==> src/rtl/mips_pipeline_cpu.sv <==
// rtl/mips_pipeline_cpu.sv - 5-stage MIPS-subset pipeline with forwarding and load-use stall
//
// Purpose: IF/ID/EX/MEM/WB pipeline executing add/sub/and/or/slt/addi/lw/sw/beq/j.
// Ports:
//   clk                 rising-edge clock
//   reset               asynchronous active-low reset
//   instructionAddress  fetch PC (byte address)
//   instruction         instruction word for instructionAddress (combinational)
//   dataAddress         load/store address from EX/MEM
//   dataIn              store data from EX/MEM
//   MemRead / MemWrite  lw / sw currently in MEM
//   dataOut             load data for dataAddress (combinational)

module mips_regfile (
    input  logic        clk,
    input  logic        reset,
    input  logic [4:0]  ra1,
    input  logic [4:0]  ra2,
    output logic [31:0] rd1,
    output logic [31:0] rd2,
    input  logic        we,
    input  logic [4:0]  wa,
    input  logic [31:0] wd
);
    logic [31:0] regFile [0:31];

    always_ff @(posedge clk or negedge reset) begin
        if (!reset) begin
            for (int i = 0; i < 32; i++) regFile[i] <= '0;
        end else if (we && (wa != 5'd0)) begin
            regFile[wa] <= wd;
        end
    end

    // Same-cycle write data is bypassed so ID sees the WB result without an extra stage.
    always_comb begin
        rd1 = regFile[ra1];
        rd2 = regFile[ra2];
        if (we && (wa == ra1)) rd1 = wd;
        if (we && (wa == ra2)) rd2 = wd;
        if (ra1 == 5'd0) rd1 = '0;
        if (ra2 == 5'd0) rd2 = '0;
    end
endmodule

module mips_pipeline_cpu (
    input  logic        clk,
    input  logic        reset,
    output logic [31:0] instructionAddress,
    input  logic [31:0] instruction,
    output logic [31:0] dataAddress,
    output logic [31:0] dataIn,
    output logic        MemRead,
    output logic        MemWrite,
    input  logic [31:0] dataOut
);
    localparam logic [5:0] OP_RTYPE = 6'h00;
    localparam logic [5:0] OP_ADDI  = 6'h08;
    localparam logic [5:0] OP_LW    = 6'h23;
    localparam logic [5:0] OP_SW    = 6'h2B;
    localparam logic [5:0] OP_BEQ   = 6'h04;
    localparam logic [5:0] OP_J     = 6'h02;

    localparam logic [5:0] FN_ADD = 6'h20;
    localparam logic [5:0] FN_SUB = 6'h22;
    localparam logic [5:0] FN_AND = 6'h24;
    localparam logic [5:0] FN_OR  = 6'h25;
    localparam logic [5:0] FN_SLT = 6'h2A;

    typedef enum logic [2:0] {
        ALU_ADD,
        ALU_SUB,
        ALU_AND,
        ALU_OR,
        ALU_SLT
    } alu_op_e;

    typedef struct packed {
        logic [31:0] instr;
        logic [31:0] pc4;
    } ifid_t;

    typedef struct packed {
        logic        reg_write;
        logic        mem_read;
        logic        mem_write;
        logic        mem_to_reg;
        logic        alu_src;
        logic        is_beq;
        alu_op_e     alu_op;
        logic [4:0]  dest;
        logic [4:0]  rs;
        logic [4:0]  rt;
        logic [31:0] a;
        logic [31:0] b;
        logic [31:0] imm;
        logic [31:0] pc4;
    } idex_t;

    typedef struct packed {
        logic        reg_write;
        logic        mem_read;
        logic        mem_write;
        logic        mem_to_reg;
        logic [4:0]  dest;
        logic [31:0] alu;
        logic [31:0] store;
    } exmem_t;

    typedef struct packed {
        logic        reg_write;
        logic        mem_to_reg;
        logic [4:0]  dest;
        logic [31:0] alu;
        logic [31:0] load;
    } memwb_t;

    logic [31:0] pc_q, pc_d;
    ifid_t       ifid_q, ifid_d;
    idex_t       idex_q, idex_d;
    exmem_t      exmem_q, exmem_d;
    memwb_t      memwb_q, memwb_d;

    // ---------------- ID ----------------
    logic [5:0]  id_op, id_funct;
    logic [4:0]  id_rs, id_rt, id_rd;
    logic [31:0] id_imm, id_rs_val, id_rt_val, id_jump_target;
    logic        id_is_jump;
    idex_t       id_dec;

    // ---------------- EX / WB ----------------
    logic [31:0] wb_data;
    logic [31:0] ex_a, ex_b, ex_alu_b, ex_alu;
    logic [31:0] ex_branch_target;
    logic        ex_branch_taken;
    logic        load_use;
    logic [31:0] pc_plus4;

    assign id_op    = ifid_q.instr[31:26];
    assign id_rs    = ifid_q.instr[25:21];
    assign id_rt    = ifid_q.instr[20:16];
    assign id_rd    = ifid_q.instr[15:11];
    assign id_funct = ifid_q.instr[5:0];
    assign id_imm   = {{16{ifid_q.instr[15]}}, ifid_q.instr[15:0]};
    assign id_jump_target = {ifid_q.pc4[31:28], ifid_q.instr[25:0], 2'b00};

    assign wb_data = memwb_q.mem_to_reg ? memwb_q.load : memwb_q.alu;

    mips_regfile regFile (
        .clk   (clk),
        .reset (reset),
        .ra1   (id_rs),
        .ra2   (id_rt),
        .rd1   (id_rs_val),
        .rd2   (id_rt_val),
        .we    (memwb_q.reg_write),
        .wa    (memwb_q.dest),
        .wd    (wb_data)
    );

    // Decode: anything not recognised leaves every write enable at 0 (NOP).
    always_comb begin
        id_dec        = '0;
        id_dec.alu_op = ALU_ADD;
        id_dec.rs     = id_rs;
        id_dec.rt     = id_rt;
        id_dec.a      = id_rs_val;
        id_dec.b      = id_rt_val;
        id_dec.imm    = id_imm;
        id_dec.pc4    = ifid_q.pc4;
        id_is_jump    = 1'b0;
        case (id_op)
            OP_RTYPE: begin
                case (id_funct)
                    FN_ADD: begin id_dec.reg_write = 1'b1; id_dec.dest = id_rd; id_dec.alu_op = ALU_ADD; end
                    FN_SUB: begin id_dec.reg_write = 1'b1; id_dec.dest = id_rd; id_dec.alu_op = ALU_SUB; end
                    FN_AND: begin id_dec.reg_write = 1'b1; id_dec.dest = id_rd; id_dec.alu_op = ALU_AND; end
                    FN_OR:  begin id_dec.reg_write = 1'b1; id_dec.dest = id_rd; id_dec.alu_op = ALU_OR;  end
                    FN_SLT: begin id_dec.reg_write = 1'b1; id_dec.dest = id_rd; id_dec.alu_op = ALU_SLT; end
                    default: ;
                endcase
            end
            OP_ADDI: begin
                id_dec.reg_write = 1'b1;
                id_dec.alu_src   = 1'b1;
                id_dec.dest      = id_rt;
            end
            OP_LW: begin
                id_dec.reg_write  = 1'b1;
                id_dec.mem_read   = 1'b1;
                id_dec.mem_to_reg = 1'b1;
                id_dec.alu_src    = 1'b1;
                id_dec.dest       = id_rt;
            end
            OP_SW: begin
                id_dec.mem_write = 1'b1;
                id_dec.alu_src   = 1'b1;
            end
            OP_BEQ: begin
                id_dec.is_beq = 1'b1;
                id_dec.alu_op = ALU_SUB;
            end
            OP_J: id_is_jump = 1'b1;
            default: ;
        endcase
    end

    // A lw in EX cannot forward in time for the instruction now in ID.
    assign load_use = idex_q.mem_read && (idex_q.dest != 5'd0) &&
                      ((idex_q.dest == id_rs) || (idex_q.dest == id_rt));

    // Forwarding: the younger EX/MEM result wins over MEM/WB.
    always_comb begin
        ex_a = idex_q.a;
        if (exmem_q.reg_write && (exmem_q.dest != 5'd0) && (exmem_q.dest == idex_q.rs))
            ex_a = exmem_q.alu;
        else if (memwb_q.reg_write && (memwb_q.dest != 5'd0) && (memwb_q.dest == idex_q.rs))
            ex_a = wb_data;

        ex_b = idex_q.b;
        if (exmem_q.reg_write && (exmem_q.dest != 5'd0) && (exmem_q.dest == idex_q.rt))
            ex_b = exmem_q.alu;
        else if (memwb_q.reg_write && (memwb_q.dest != 5'd0) && (memwb_q.dest == idex_q.rt))
            ex_b = wb_data;
    end

    assign ex_alu_b = idex_q.alu_src ? idex_q.imm : ex_b;

    always_comb begin
        ex_alu = '0;
        case (idex_q.alu_op)
            ALU_ADD: ex_alu = ex_a + ex_alu_b;
            ALU_SUB: ex_alu = ex_a - ex_alu_b;
            ALU_AND: ex_alu = ex_a & ex_alu_b;
            ALU_OR:  ex_alu = ex_a | ex_alu_b;
            ALU_SLT: ex_alu = {31'd0, ($signed(ex_a) < $signed(ex_alu_b))};
            default: ex_alu = '0;
        endcase
    end

    assign ex_branch_taken  = idex_q.is_beq && (ex_a == ex_b);
    assign ex_branch_target = idex_q.pc4 + {idex_q.imm[29:0], 2'b00};
    assign pc_plus4         = pc_q + 32'd4;

    // Next-state for every pipeline register. Priority: taken beq, then stall, then j.
    always_comb begin
        pc_d        = pc_plus4;
        ifid_d.instr = instruction;
        ifid_d.pc4   = pc_plus4;
        idex_d      = id_dec;

        exmem_d.reg_write  = idex_q.reg_write;
        exmem_d.mem_read   = idex_q.mem_read;
        exmem_d.mem_write  = idex_q.mem_write;
        exmem_d.mem_to_reg = idex_q.mem_to_reg;
        exmem_d.dest       = idex_q.dest;
        exmem_d.alu        = ex_alu;
        exmem_d.store      = ex_b;

        memwb_d.reg_write  = exmem_q.reg_write;
        memwb_d.mem_to_reg = exmem_q.mem_to_reg;
        memwb_d.dest       = exmem_q.dest;
        memwb_d.alu        = exmem_q.alu;
        memwb_d.load       = dataOut;

        if (ex_branch_taken) begin
            pc_d   = ex_branch_target;
            ifid_d = '0;
            idex_d = '0;
        end else if (load_use) begin
            pc_d   = pc_q;
            ifid_d = ifid_q;
            idex_d = '0;
        end else if (id_is_jump) begin
            pc_d   = id_jump_target;
            ifid_d = '0;
        end
    end

    always_ff @(posedge clk or negedge reset) begin
        if (!reset) begin
            pc_q    <= '0;
            ifid_q  <= '0;
            idex_q  <= '0;
            exmem_q <= '0;
            memwb_q <= '0;
        end else begin
            pc_q    <= pc_d;
            ifid_q  <= ifid_d;
            idex_q  <= idex_d;
            exmem_q <= exmem_d;
            memwb_q <= memwb_d;
        end
    end

    assign instructionAddress = pc_q;
    assign dataAddress        = exmem_q.alu;
    assign dataIn             = exmem_q.store;
    assign MemRead            = exmem_q.mem_read;
    assign MemWrite           = exmem_q.mem_write;
endmodule

==> config.mk <==
export PLATFORM = sky130hd
export DESIGN_NAME = mips_pipeline_cpu
export DESIGN_NICKNAME = d
export VERILOG_FILES = /design/src/rtl/mips_pipeline_cpu.sv
export SDC_FILE = /design/constraint.sdc
export NUM_CORES = 2
export LEC_CHECK = 0
export CORE_AREA = 2 2 289 506
export CTS_CLUSTER_SIZE = 16
export DETAILED_ROUTE_END_ITERATION = 10
export DIE_AREA = 0 0 291 508
export GPL_ROUTABILITY_DRIVEN = 0
export PLACE_DENSITY = 0.81
export SYNTH_ARGS = -nofsm -noshare
export SYNTH_HDL_FRONTEND = slang
export SYNTH_HIERARCHICAL = 1
export SYNTH_SLANG_ARGS = --single-unit
==> constraint.sdc <==
create_clock -name clk -period 4.9 [get_ports clk]
set_input_delay 1.225 -clock clk [delete_from_list [all_inputs] [get_ports clk]]
set_output_delay 1.225 -clock clk [all_outputs]
set_load 0.02 [all_outputs]
==> flow_summary.yaml <==
placed_design:
  preCtsSetupSlack_ps: -147
  dp.final_hpwl_um: 173000
  place.detailed.instances: 7947
  port_buffers: 163
finish:
  fin_cells: 8194
  mostFrequentLayoutCell: "sky130_fd_sc_hd__dfrtp_1"
  layout_common_cells: "1,386 x sky130_fd_sc_hd__dfrtp_1, 1,038 x sky130_fd_sc_hd__mux2_2, 405 x sky130_fd_sc_hd__mux2i_1, 369 x sky130_fd_sc_hd__mux4_2, 332 x sky130_fd_sc_hd__buf_4"
  fin_nets: 6415
  drive_above_1_share_pct: 33.8
  num-fill-cells: 10700
  syn2layout_area_growth_pct: 12.0
sta:
  max-slew-margin-rel_pct: -9.25
  worst_hold_slack_ps: 325
  fmaxAchievable_mhz: 199
  timing.setup.tns_ps: -214
  finalMaxSlewViolations: 2
  fin_worst_skew_ps: 49.5
  timing.final.crit_share_pct: 103
  period_minus_slack_ps: 5030
  max_slew.worst_pin.slew_ps: 1640
  hold_violations: 0
  grt_setup_unrepaired: "yes"
  finalSetupViolCount: 4
  final_worst_setup_slack_ps: -131
yosys:
  syn-instance-count: 6174
  postSynthAreaPerCell_um2: 12.5
  synth.ff_latch_count: 1398
  yosysUniqueCellTypes: 84
  post_synthesis_sequential_area_ratio_pct: 45.3
  ys.flop_type: "sky130_fd_sc_hd__dfrtp_1"
  synth-edff-count: 0
  synth_area_mm2: 0.0772
  synth_nets: 6379
  synth_async_sr_flop_share_pct: 100
  ys_warn_count: 6
global_route:
  grt_use_total_pct: 36.2
  grt_antenna_before_repair: 21
  first_pass_grt_wire_length_um: 394000
  grt_pass1_vias: 60100
  grt_start_max_net_pins: 122
  grt_overflow_total: 0
critical_path:
  timing_worst_setup_path_type: "flip-flop to flip-flop"
  required_ps: 5570
  timing.critical_path.arrival_ps: 5700
  crit_path_launch_type: "flip-flop"
  worst-path-max-fanout: 11
  regToRegEndpoint: "dataAddress[30]"
  worstSetupEndpointType: "flip-flop"
  reg2reg_setup_slack_ps: -130
  worst_case_reg_to_reg_path_depth: 23
  worstReg2RegStart: "memwb_q[66]"
floorplanning:
  die_area_mm2: 0.148
  num_rows: 185
  floorplan.die.height_um: 508
  ioPinCount: 164
  core_mm2: 0.144
  chipWidth_um: 291
  start_util_pct: 53.6
drt:
  wl_met1_um: 83100
  wl_met3_um: 29700
  dr_wl_cell_um: 32.9
  maxUsedRoutingLayer: "met5"
  antenna_left: 0
  drc: 0
  totalWireLength_um: 270000
  detail_route.iter0.violations: 7661
  drt_first_pass_iters: 9
  route.met2.wl_um: 126000
  routed_via_density: 7.12
  via_count: 58400
power_and_ir_drop:
  switchingPower_mw: 8.43
  cell_internal_pwr_mw: 19.8
  static_leakage_nw: 39.8
  cellPowerDensity_mw_per_mm2: 326
  pwr-share-clk_pct: 37.6
  max-vdd-ir-drop_mv: 0.377
  comb_power_share_pct: 17.9
  netSwitchingFraction_pct: 29.9
  seq_power_share_pct: 44.6
clock_tree:
  clockRootBuffer: "sky130_fd_sc_hd__clkbuf_16"
  clock_tree.buffer_depth: 3
  numClockSinks: 1398
  tritoncts: "yes"
  clk_transition_reported_paths_ps: 70
  postCtsHoldBufs: 0
  worst_skew_pair_latency_ps: 810
  htreeDepth: 3
  tritoncts.num_buffers: 118
min_path:
  hold_path_class: "primary input to asynchronous set/reset pin"
job:
  max_cap_violations: 1
run_status:
  violations: "max-capacitance violations, max-slew violations, negative setup slack"
  run_status: "complete, but fails checks"
area by class of cell:
cell class | instances | area, µm² | share of cell area (%)
flip-flops and latches | 1398 | 35000 | 40.5
repair buffers | 541 | 5000 | 5.78
inverters | 121 | 454 | 0.525
multi-input cells | 4030 | 39400 | 45.5
clock inverters | 58 | 948 | 1.10
clock buffers | 160 | 3360 | 3.88
diodes | 16 | 40.0 | 0.0463
well taps | 1870 | 2340 | 2.70
registers in the layout, indices dropped and copies added, names as in the netlist, 8 cells and up:
name                cells
dataAddress            32
dataIn                 32
exmem_d                 8
id_dec                 58
idex_q                127
instructionAddress     32
memwb_q                71
regFile/regFile      1024
cells in the mapped netlist (51+ instances only):
| cell | n | area share, % |
|---|---|---|
| sky130_fd_sc_hd__buf_4 | 100 | 0.97 |
| sky130_fd_sc_hd__xnor2_1 | 106 | 1.2 |
| sky130_fd_sc_hd__dfrtp_1 | 1398 | 45 |
| sky130_fd_sc_hd__ha_1 | 136 | 2.2 |
| sky130_fd_sc_hd__and2_1 | 131 | 1.1 |
| sky130_fd_sc_hd__a21oi_1 | 228 | 1.5 |
| sky130_fd_sc_hd__clkbuf_1 | 332 | 1.6 |
| sky130_fd_sc_hd__nand3_1 | 57 | 0.37 |
| sky130_fd_sc_hd__buf_2 | 95 | 0.62 |
| sky130_fd_sc_hd__nand2_1 | 219 | 1.1 |
| sky130_fd_sc_hd__nor2_1 | 206 | 1.0 |
| sky130_fd_sc_hd__mux4_2 | 369 | 11 |
| sky130_fd_sc_hd__a22oi_1 | 214 | 2.1 |
| sky130_fd_sc_hd__mux2_2 | 1039 | 15 |
| sky130_fd_sc_hd__inv_1 | 120 | 0.58 |
| sky130_fd_sc_hd__mux2i_1 | 412 | 5.3 |
| sky130_fd_sc_hd__a22o_1 | 51 | 0.58 |
| sky130_fd_sc_hd__o21ai_0 | 176 | 1.1 |
| sky130_fd_sc_hd__buf_1 | 69 | 0.34 |
how the worst max path moves through the flow:
stage	startpoint	end	slack, ps
6_report	memwb_q[66]	dataAddress[30]	-130
5_1_grt	memwb_q[66]	dataAddress[30]	-330
4_1_cts	memwb_q[64]	dataAddress[0]	5
3_5_place_dp	memwb_q[64]	dataAddress[30]	-150
3_3_place_gp	memwb_q[64]	dataAddress[30]	-80
2_1_floorplan	exmem_q[65]	dataAddress[0]	2
layer usage:
metal	GRT usage, %	vias to the layer above
met1	38.9	29400
met3	10.5	1618
li1	-	23000
met4	33.2	32
met2	57.7	4394
met5	0.0325	-
metrics by stage:
| step | util, % | power, mW | area [µm²] |
|---|---|---|---|
| 2_1_floorplan | - | 15.4 | 77300 |
| 3_3_place_gp | 56.7 | 17.4 | 81700 |
| 3_5_place_dp | 56.7 | 17.5 | 81700 |
| 4_1_cts | 59.7 | 27.9 | 86100 |
| 5_1_grt | 60.0 | 28.9 | 86500 |
| 6_report | 60.0 | 28.2 | 86500 |
worst max-delay path, cell delays in order (launching register included):
cell and delay (ps):
sky130_fd_sc_hd__dfrtp_1 400, sky130_fd_sc_hd__buf_4 160, sky130_fd_sc_hd__buf_8 140, sky130_fd_sc_hd__xnor2_2 210, sky130_fd_sc_hd__nand3_2 130, sky130_fd_sc_hd__nor4_4 330
sky130_fd_sc_hd__buf_4 170, sky130_fd_sc_hd__mux2i_2 90, sky130_fd_sc_hd__o21ai_2 170, sky130_fd_sc_hd__inv_2 80, sky130_fd_sc_hd__ha_4 170, sky130_fd_sc_hd__fa_2 380
sky130_fd_sc_hd__or2_4 260, sky130_fd_sc_hd__a221oi_4 280, sky130_fd_sc_hd__o41ai_2 110, sky130_fd_sc_hd__or3_1 340, sky130_fd_sc_hd__a31oi_1 190, sky130_fd_sc_hd__buf_4 160
sky130_fd_sc_hd__a211oi_4 70, sky130_fd_sc_hd__o31ai_2 320, sky130_fd_sc_hd__a21o_1 180, sky130_fd_sc_hd__a311oi_2 110, sky130_fd_sc_hd__xnor2_1 180, sky130_fd_sc_hd__a211oi_1 250
what timing repair did:
item / 4_1_cts / 5_1_grt
pin swaps: 6 / 21
endpoints found under the setup margin: 9 / 50
gates resized for setup: 8 / 71
gates cloned: 0 / 1
buffers inserted: 4 / 7
kinds of logic after synthesis:
| logic type | synth area share (%) |
|---|---|
| flops | 45.3 |
| mux | 31.4 |
| buf+inv | 4.55 |
| simple gates | 5.28 |
| xor+xnor | 1.73 |
| compound gates | 9.45 |
| fa+ha+maj | 2.28 |
power by group through the flow:
stage	clock network, mW	registers (mW)	logic [mW]
after floorplan	0	12.5	2.85
after global placement	0	12.7	4.66
after detailed placement	0	12.7	4.76
after CTS	10.6	12.5	4.82
after global routing	11.1	12.6	5.29
final	10.6	12.6	5.04
(Power assumes the default switching activity.)
